### config.mk
export PLATFORM = sky130hd
export DESIGN_NAME = pcode_grant_decoder
export DESIGN_NICKNAME = d
export VERILOG_FILES = /design/src/rtl/pcode_grant_decoder.sv
export SDC_FILE = /design/constraint.sdc
export NUM_CORES = 1
export LEC_CHECK = 0
export CAP_MARGIN = 20
export CORE_MARGIN = 10
export CORE_UTILIZATION = 25
export CTS_CLUSTER_DIAMETER = 200
export DETAILED_ROUTE_END_ITERATION = 8
export GPL_ROUTABILITY_DRIVEN = 1
export GPL_TIMING_DRIVEN = 0
export PLACE_DENSITY = 0.49
export SLEW_MARGIN = 15
export SYNTH_ARGS = -nofsm -noshare
export SYNTH_HDL_FRONTEND = slang
export SYNTH_SLANG_ARGS = --single-unit
### constraint.sdc
create_clock -name clk -period 2.06 [get_ports clk]
set_clock_uncertainty 0.15 [all_clocks]
set_input_delay 0.206 -clock clk [delete_from_list [all_inputs] [get_ports clk]]
set_output_delay 0.206 -clock clk [all_outputs]
set_load 0.02 [all_outputs]
### src/rtl/pcode_grant_decoder.sv
// rtl/pcode_grant_decoder.sv - decodes a priority code into a held one-hot grant with tenure timeout and idle gap
module pcode_grant_decoder #(
  parameter int N       = 4,
  parameter int CW      = 3,
  parameter int TIMEOUT = 16,
  parameter int GAP     = 1
) (
  input  logic          clk,
  input  logic          rst,
  input  logic          pcode_valid,
  input  logic [CW-1:0] pcode,
  output logic          pcode_ready,
  input  logic [N-1:0]  done,
  output logic [N-1:0]  grant,
  output logic [CW-1:0] owner,
  output logic          busy,
  output logic          timeout_pulse,
  output logic          code_err
);

  localparam int TW = (TIMEOUT > 2) ? $clog2(TIMEOUT) : 1;
  localparam int GW = (GAP > 1) ? $clog2(GAP) : 1;

  typedef enum logic [1:0] {S_IDLE, S_GRANT, S_GAP} state_t;

  state_t        state_q, state_d;
  logic [TW-1:0] tenure_q, tenure_d;
  logic [GW-1:0] gap_q, gap_d;
  logic [N-1:0]  grant_q, grant_d;
  logic [CW-1:0] owner_q, owner_d;
  logic          tp_q, tp_d;
  logic          ce_q, ce_d;

  logic          accept;
  logic          code_in_range;
  logic          code_too_big;
  logic          owner_done;
  logic          tenure_max;
  logic          gap_last;
  logic [N-1:0]  code_onehot;

  assign accept        = pcode_valid & pcode_ready;
  assign code_in_range = (pcode != '0) && (pcode <= CW'(N));
  assign code_too_big  = pcode > CW'(N);
  // grant_q is one-hot on the owner, so masking done with it honours only the owner's bit
  assign owner_done    = |(done & grant_q);
  assign tenure_max    = tenure_q == TW'(TIMEOUT - 1);
  assign gap_last      = gap_q == GW'(GAP - 1);

  always_comb begin
    code_onehot = '0;
    for (int i = 0; i < N; i++) begin
      code_onehot[i] = (pcode == CW'(i + 1));
    end
  end

  always_ff @(posedge clk or posedge rst) begin
    if (rst) begin
      state_q  <= S_IDLE;
      tenure_q <= '0;
      gap_q    <= '0;
      grant_q  <= '0;
      owner_q  <= '0;
      tp_q     <= 1'b0;
      ce_q     <= 1'b0;
    end else begin
      state_q  <= state_d;
      tenure_q <= tenure_d;
      gap_q    <= gap_d;
      grant_q  <= grant_d;
      owner_q  <= owner_d;
      tp_q     <= tp_d;
      ce_q     <= ce_d;
    end
  end

  always_comb begin
    state_d = state_q;
    case (state_q)
      S_IDLE:  if (accept && code_in_range) state_d = S_GRANT;
      S_GRANT: if (owner_done || tenure_max) state_d = S_GAP;
      S_GAP:   if (gap_last) state_d = S_IDLE;
      default: state_d = S_IDLE;
    endcase
  end

  always_comb begin
    grant_d  = grant_q;
    owner_d  = owner_q;
    tenure_d = tenure_q;
    gap_d    = gap_q;
    tp_d     = 1'b0;
    ce_d     = 1'b0;
    case (state_q)
      S_IDLE: begin
        if (accept && code_in_range) begin
          grant_d  = code_onehot;
          owner_d  = pcode;
          tenure_d = '0;
        end else if (accept && code_too_big) begin
          ce_d = 1'b1;
        end
      end
      S_GRANT: begin
        if (owner_done || tenure_max) begin
          grant_d = '0;
          owner_d = '0;
          gap_d   = '0;
          // release by the owner wins over a timeout on the same edge
          tp_d    = ~owner_done;
        end else begin
          tenure_d = tenure_q + TW'(1);
        end
      end
      S_GAP: begin
        if (!gap_last) gap_d = gap_q + GW'(1);
      end
      default: begin
        grant_d = '0;
        owner_d = '0;
      end
    endcase
  end

  assign pcode_ready   = (state_q == S_IDLE) & ~rst;
  assign busy          = state_q != S_IDLE;
  assign grant         = grant_q;
  assign owner         = owner_q;
  assign timeout_pulse = tp_q;
  assign code_err      = ce_q;

endmodule

Word level (Yosys, flattened, before mapping)
Cells that the tools add are included.
{"block": "classes", "n_reduce_logical": 14, "n_mux": 21, "addsub": 2, "magnitude_cmp": 2, "bitwise_logic": 6, "eq_ne": 11}
{"cell": "2-to-1 mux 4 bit", "count": 4}
{"cell": "one-hot mux 4 bit (3 select lines)", "count": 1}
{"cell": "one-hot mux 3 bit (3 select lines)", "count": 1}
{"cell": "AND reduction 3 bit", "count": 3}
{"cell": "inequality test 2 bit, second input constant", "count": 4}
{"cell": "one-hot mux 4 bit (2 select lines)", "count": 1}
{"cell": "2-to-1 mux 1 bit", "count": 7}
{"cell": "equality test 3 x 2 -> 1 bit, second input constant", "count": 2}
{"cell": "2-to-1 mux 2 bit", "count": 3}
{"cell": "2-to-1 mux 3 bit", "count": 2}
{"cell": "one-hot mux 2 bit (3 select lines)", "count": 1}
{"cell": "nonzero test 2 bit", "count": 3}
{"cell": "adder 4 x 1 -> 4 bit, second input constant", "count": 1}
{"cell": "bitwise AND 4 bit", "count": 1}
{"cell": "equality test 4 bit, second input constant", "count": 1}
{"cell": "OR reduction 4 bit", "count": 1}
{"cell": "equality test 3 x 1 -> 1 bit, second input constant", "count": 1}
{"cell": "equality test 3 bit, second input constant", "count": 1}
{"cell": "greater-than comparator 3 bit, second input constant", "count": 1}
{"cell": "<= comparator 3 bit, second input constant", "count": 1}
{"cell": "logical AND 1 bit", "count": 3}
{"cell": "inverter 1 bit", "count": 3}
{"cell": "nonzero test 3 bit", "count": 1}
{"cell": "bitwise AND 1 bit", "count": 2}
{"cell": "7 further kinds", "count": 7}
{"block": "totals", "wordCells": 63, "regBits": 16, "output_inout_bits": 11}

Logic depth before layout (Yosys ltp)
Gate-level depths: netlist (run 1).
{"block": "depth", "depth_word": 7, "depth_mapped": 6}

Least setup slack after synthesis (run 1)
OpenSTA, ideal clock, no wires.
{"block": "synth_timing", "path_type": "reg2reg", "start": "register state_q[1]", "end": "register grant_q[1], in the netlist grant[1]", "t_required_ps": 1832, "arrival_time_ps": 1608, "stages_incl_launch_ff": 5, "setup_time_ps": 78, "n_path_buf": 0, "setup_slack_ps": 225, "cell_sequence": "dfrtp_1 nor3_2 nand3_2 or4b_1 a21oi_1"}
{"block": "synth_via", "elab_chain_len": 6}
{"element": "from (decl)", "line_no": "26", "rtl": "state_t state_q, state_d;"}
{"element": "from (signal assigned)", "line_no": "67", "rtl": "state_q <= state_d;"}
{"element": "logical NOT 2 bit", "line_no": "125", "rtl": "assign pcode_ready = (state_q == S_IDLE) & ~rst;"}
{"element": "bitwise AND 1 bit", "line_no": "125"}
{"element": "via pcode_ready", "line_no": "12", "rtl": "output logic pcode_ready,"}
{"element": "bitwise AND 1 bit", "line_no": "42", "rtl": "assign accept = pcode_valid & pcode_ready;"}
{"element": "logical AND 1 bit", "line_no": "96", "rtl": "if (accept && code_in_range) begin"}
{"element": "inequality test 2 bit (no line)"}
{"element": "AND reduction 3 bit (no line)"}
{"element": "to (signal assigned)", "line_no": "70", "rtl": "grant_q <= grant_d;"}
{"element": "to (decl)", "line_no": "29", "rtl": "logic [N-1:0] grant_q, grant_d;"}
The timed path passes the listed nets, and every way through them passes these cells.
A chain may end at the register's enable or synchronous reset.

Worst setup path in the final report (run 1)
{"block": "layout_timing", "start": "input port pcode[0]", "end": "register grant_q[1], in the netlist grant[1]"}
{"block": "layout_via", "elab_chain_len": 5}
{"element": "from (decl)", "line_no": "11", "rtl": "input logic [CW-1:0] pcode,"}
{"element": "<= comparator 3 bit or nonzero test 3 bit (tied branches)", "line_no": "43", "rtl": "assign code_in_range = (pcode != '0) && (pcode <= CW'(N));"}
{"element": "logical AND 1 bit", "line_no": "43"}
{"element": "logical AND 1 bit", "line_no": "96"}
{"element": "inequality test 2 bit (no line)"}
{"element": "AND reduction 3 bit (no line)"}
Parallel ways exist; a longest one is shown, timed or not. The select of a mux whose other input is x is not followed.

==> results of run 1 <==
==> through the flow <==
stage	power [mW]	setup slack (ns)	setup TNS (ns)	utilization [%]
after global routing	1.31	0.00880	0	36.2
after floorplan	0.802	0.225	0	-
after global placement	1.03	-0.362	-2.84	35.0
final	1.20	0.0511	0	36.2
after CTS	1.21	0.0462	0	35.9
after detailed placement	1.03	-0.362	-2.86	35.0
==> flip-flops by register name, summed over array words and instances (netlist names) <==
| signal | cells |
|---|---|
| code_err | 1 |
| tenure_q | 4 |
| state_q | 2 |
| grant | 4 |
| owner | 3 |
| timeout_pulse | 1 |
==> synthesized netlist by cell type, drive strengths merged <==
cell type  instances
dfrtp             15
nand3              7
nand2              5
nor2               5
mux2i              4
o21ai              4
ha                 3
inv                3
a22oi              2
nor3               2
or2                2
or4b               2
a21boi             1
a21oi              1
a2bb2oi            1
a31oi              1
and4b              1
clkbuf             1
mux2               1
nand2b             1
nand3b             1
nand4              1
nor2b              1
o21a               1
o22ai              1
o311ai             1
==> path summary, 6_finish.rpt <==
path,to
setup / recovery,grant[1]
hold / removal,state_q[1]
setup reg to reg,grant[1]
hold reg to reg,tenure_q[0]
max in group asynchronous,owner[1]
min in group clk,tenure_q[0]
==> per-layer routing <==
| metal | GRT usage [%] | up-vias | wire, um |
|---|---|---|---|
| met3 | 4.58 | 2 | 212 |
| met1 | 8.57 | 252 | 802 |
| met5 | 0 | - | 0 |
| met4 | 3.73 | 0 | 18 |
| li1 | - | 299 | - |
| met2 | 8.71 | 18 | 631 |
==> repair_timing <==
item                       4_1_cts  5_1_grt
hold buffers                     0        0
setup endpoints to repair        4        2
resized for setup                2        3
==> worst max-delay path, delay by kind of cell <==
kind                       cells  cell delay, ns
and+or+nand+nor                3            0.91
buffers and inverters          1            0.47
AOI/OAI and AO/OA              1            0.15
adders and majority gates      1            0.33
==> cell type report <==
type / instances / area [um^2] / area share [%]
plain buffers: 1 / 5.00 / 0.501
clock buffers: 4 / 26.3 / 2.63
inverters: 3 / 11.3 / 1.13
multi-input cells: 49 / 343 / 34.3
flip-flops and latches: 15 / 375 / 37.6
well taps: 31 / 38.8 / 3.88
repair buffers: 20 / 199 / 19.9
==> power breakdown <==
part	total, mW	switching [mW]	internal (mW)
Sequential	0.478	0.0832	0.395
Combinational	0.548	0.293	0.256
Clock	0.169	0.0935	0.0751
==> kinds of logic (layout without fill, tap and decap cells) <==
family / count (synthesis) / after routing
simple gates: 28 / 28
fa+ha+maj: 3 / 3
mux: 5 / 5
compound gates: 13 / 13
flops: 15 / 15
buf+inv: 4 / 28
==> results.toml, run 1 <==
[run_status]
status = "finished clean"

[detailed_routing]
drt-total-wl_mm = 1.67
first_pass_iters = 4
ant_nets = 0
via_per_inst = 4.64
drt_drc_violations_left = 0
num_vias = 571
drtIter0Drc = 17
wl_per_cell_um = 13.5

[clock_network]
cts_buffer_depth = 2
h-tree-depth = 1
tritoncts = "yes"
clk-insertion-delay-late_ns = 0.28
clk_pin_slew_worst_paths_ns = 0.09
numCtsBuffers = 3
post-cts-setup-buffers = 0
cts_sinks = 15
cts_root_buffer = "clkbuf_4"

[sta]
drv_slew = 0
max_freq_ghz = 0.498
fin_crit_sh_pct = 97.5
rsz0062_at_grt = "no"
slew_headroom_pct = 61.5
period_minus_slack_ns = 2.01
worst_pin_slew_ns = 0.576
setup_violations = 0
hold_violations = 0
whs_ns = 0.179

[critical_path]
cp.required_ns = 2.12
r2r_cells = 4
rr_startpoint = "state_q[1]"
startpoint = "pcode[0]"
path_class = "input pin to flop"
crit_slowest_cell = "clkdlybuf4s50_1"
slowest_delay_ns = 0.47
cp_cell_sequence = "clkdlybuf4s50_1, or2_2, ha_1, nand3_4, or4b_1, a21oi_1"
end_kind = "flop"
rrSetupSlack_ns = 0.31
crit_arrival_ns = 2.07
path_max_fanout = 5
critPathLaunchType = "input pin"

[logic_synthesis]
ys_seq_elements = 15
synth_compound_area_share_pct = 11.7
synth-simple-area-share_pct = 22.2
yosys.area_share.adder_pct = 5.17
avgSynthCellArea_um2 = 10.7
synth_top_family_by_area = "simple AND/OR/NAND/NOR gates"
syn_nets = 81
yosys_warnings = 0
synth_xor_xnor_area_share_pct = 0
seq_area_frac_synth_pct = 51.7
synth.area.mux_share_pct = 7.07
synth.top_cell.area_share_pct = 51.7
yosysTopAreaCell = "dfrtp_1"
synth_cells = 68
ys_types = 28
synthTopCellsByArea = "dfrtp_1 (52%), mux2i_1 (5.5%), ha_1 (5.2%)"
netlist_area_um2 = 726

[die]
core_um2 = 2760
num_rows = 19
die_h_um = 73.9
die_w_um = 73.9
start_util_pct = 26.3
pin_count = 21
dieArea_um2 = 5460

[layout]
finish.instance_area_um2 = 998
fin_cells = 123
nFillCells = 290
final_common_cell = "clkdlybuf4s50_1"
num_antenna_cells = 0
final_nets = 106
layout-drive-gt1-share_pct = 9.78
synthToLayoutAreaGrowth_pct = 37.6
mostFrequentLayoutCells = "clkdlybuf4s50_1 (19), dfrtp_1 (15), nand3_1 (6)"

[place]
dp.cells = 119
place_hpwl_mm = 1.30
placed_area_um2 = 965
gp_congestion = 0.727
port_buffers = 20

[grt]
grt_remaining_overflow = 0
grt_max_degree = 16
grtUsageTotal_pct = 6.93
grt_pass1_wl_mm = 2.93
first_global_vias = 629
antenna_found_initial = 0

[power_and_ir_drop]
power_density_nw_per_um2 = 1200
power.leakage_nw = 0.468
vdd_drop_max_mv = 0.584

[hold_path]
hold_path.class = "input pin to async pin"

[job]
max_cap_viol_count = 0
Power figures use the tool's default switching activity.
==> inputs of run 2 (changes only) <==
--- a/config.mk
+++ b/config.mk
@@ -7,12 +7,12 @@
 export LEC_CHECK = 0
 export CAP_MARGIN = 20
 export CORE_MARGIN = 10
-export CORE_UTILIZATION = 25
+export CORE_UTILIZATION = 30
 export CTS_CLUSTER_DIAMETER = 200
 export DETAILED_ROUTE_END_ITERATION = 8
 export GPL_ROUTABILITY_DRIVEN = 1
 export GPL_TIMING_DRIVEN = 0
-export PLACE_DENSITY = 0.49
+export PLACE_DENSITY = 0.56
 export SLEW_MARGIN = 15
 export SYNTH_ARGS = -nofsm -noshare
 export SYNTH_HDL_FRONTEND = slang
==> constraint.sdc (replaced) <==
create_clock -name clk -period 2.06 [get_ports clk]
set_clock_uncertainty 0.15 [all_clocks]
set_input_delay 0.206 -clock clk [delete_from_list [all_inputs] [get_ports clk]]
set_output_delay 0.206 -clock clk [all_outputs]
set_load 0.01 [all_outputs]
==> run 2 against run 1 <==
  * Sequential share of layout area rose by 0.19 points
  * Via count grew 1.2%
  * Largest cell class unchanged
  * Final cell count decreased by 2.4%
  * Worst hold slack got worse by 0.053 ns
==> results.toml, run 2 (synthesis gave the netlist of run 1 again) <==
[power_and_ir_drop]
vdd_drop_max_mv = 0.661
switchingPower_mw = 0.407
switching_share_pct = 35.9
pwr-share-comb_pct = 43.4
p_int_mw = 0.728
seqPwrFrac_pct = 41.6
power_density_nw_per_um2 = 1140
power.leakage_nw = 0.484
p_total_mw = 1.13
clockPowerShare_pct = 15.0

[run_status]
status = "finished clean"

[place]
gp_congestion = 0.749
place_hpwl_mm = 1.29
port_buffers = 20

[detailed_routing]
num_vias = 578
first_pass_iters = 4
drt_drc_violations_left = 0
drt-total-wl_mm = 1.65
via_per_inst = 4.82
drtIter0Drc = 21
ant_nets = 0
wl_per_cell_um = 13.8

[critical_path]
crit_arrival_ns = 1.59
cp.required_ns = 1.70
critPathLaunchType = "flop"
rrSetupSlack_ns = 0.33
path_max_fanout = 5
end_kind = "primary output"
path_class = "flop to primary output"
r2r_cells = 4

[clock_network]
numCtsBuffers = 3
holdBufCountCts = 0
cts_sinks = 15
cts_buffer_depth = 2
clk_pin_slew_worst_paths_ns = 0.09
clk-insertion-delay-late_ns = 0.29
h-tree-depth = 1
post-cts-setup-buffers = 0
cts_root_buffer = "clkbuf_4"
tritoncts = "yes"

[job]
max_cap_viol_count = 0

[layout]
num_antenna_cells = 0
utilization_pct = 44.1
final_nets = 106
nFillCells = 235
layout-drive-gt1-share_pct = 9.78
mostFrequentLayoutCells = "clkdlybuf4s50_1 (18), dfrtp_1 (15), nand3_1 (6)"
final_common_cell = "clkdlybuf4s50_1"
synthToLayoutAreaGrowth_pct = 36.9

[sta]
drv_slew = 0
setup_violations = 0
fin_crit_sh_pct = 94.4
hold_violations = 0
rsz0062_at_grt = "no"
max_freq_ghz = 0.514
slew_headroom_pct = 62.0
worst_pin_slew_ns = 0.569
period_minus_slack_ns = 1.94

[grt]
grt_remaining_overflow = 0
first_global_vias = 597
grtUsageTotal_pct = 7.34
grt_pass1_wl_mm = 2.93
antenna_found_initial = 0
grt_max_degree = 16

[die]
die_w_um = 69.2
die_h_um = 69.2
dieArea_um2 = 4790
core_um2 = 2250
pin_count = 21
start_util_pct = 32.2
num_rows = 17

[hold_path]
hold_path.class = "input pin to flop"
whs_path_depth = 3
[run 2: changes by cell type in the layout (fill, tap and decap cells not counted)]
cell             change
dlymetal6s2s_1       +2
buf_2                -1
clkbuf_2             +1
clkdlybuf4s50_1      -1
dlygate4sd2_1        -1
nand3_2              +1
nand3_4              -1
o21ai_0              +1
o21ai_1              -1
[run 2: what timing repair did]
action,4_1_cts,5_1_grt
resized for setup,1,2
gates cloned,0,0
endpoints found under the setup margin,4,3
[run 2: critical path, stage by stage, from the launching register on]
cell             delay [ns]
dfrtp_1                0.42
nor3_2                 0.28
clkdlybuf4s50_1        0.59
[run 2: worst paths after layout]
| path | endpoint | start |
|---|---|---|
| min reg2reg | tenure_q[0] | tenure_q[0] |
| max in group asynchronous | owner[0] | rst |
| max | pcode_ready | state_q[1] |
| max reg2reg | grant[1] | state_q[1] |
| min in group asynchronous | state_q[1] | rst |
| min | grant[2] | pcode[1] |
[run 2: power by group through the flow]
stage | clock network, mW | logic [mW] | registers, mW
after floorplan | 0 | 0.254 | 0.493
after global placement | 0 | 0.492 | 0.477
after detailed placement | 0 | 0.501 | 0.478
after CTS | 0.179 | 0.505 | 0.473
after global routing | 0.188 | 0.563 | 0.494
final | 0.170 | 0.493 | 0.472
[run 2: cell type report]
type | instances | area [um^2] | share of cell area, %
timing repair buffer | 20 | 205 | 20.7
multi-input combinational | 49 | 335 | 33.8
inverter | 3 | 11.3 | 1.13
clock buffer | 4 | 26.3 | 2.64
tap | 28 | 35.0 | 3.53
buffer | 1 | 5.00 | 0.504
sequential | 15 | 375 | 37.8
[run 2: per-stage QoR]
stage / setup TNS [ns] / std cells / hold WS (ns) / setup slack (ns) / instance area, um^2
2_1_floorplan: 0 / 68 / -0.0425 / 0.322 / 726
3_3_place_gp: -2.99 / 116 / 0.364 / -0.375 / 961
3_5_place_dp: -3.16 / 116 / 0.372 / -0.387 / 961
4_1_cts: 0 / 120 / 0.201 / 0.0423 / 988
5_1_grt: 0 / 120 / 0.157 / 0.00703 / 993
6_report: 0 / 120 / 0.126 / 0.116 / 993
[run 2: layer usage]
layer | track usage, % | wire [um]
met1 | 8.96 | 806
met3 | 4.14 | 129
met2 | 10.4 | 691
met4 | 2.66 | 22
met5 | 0 | 0
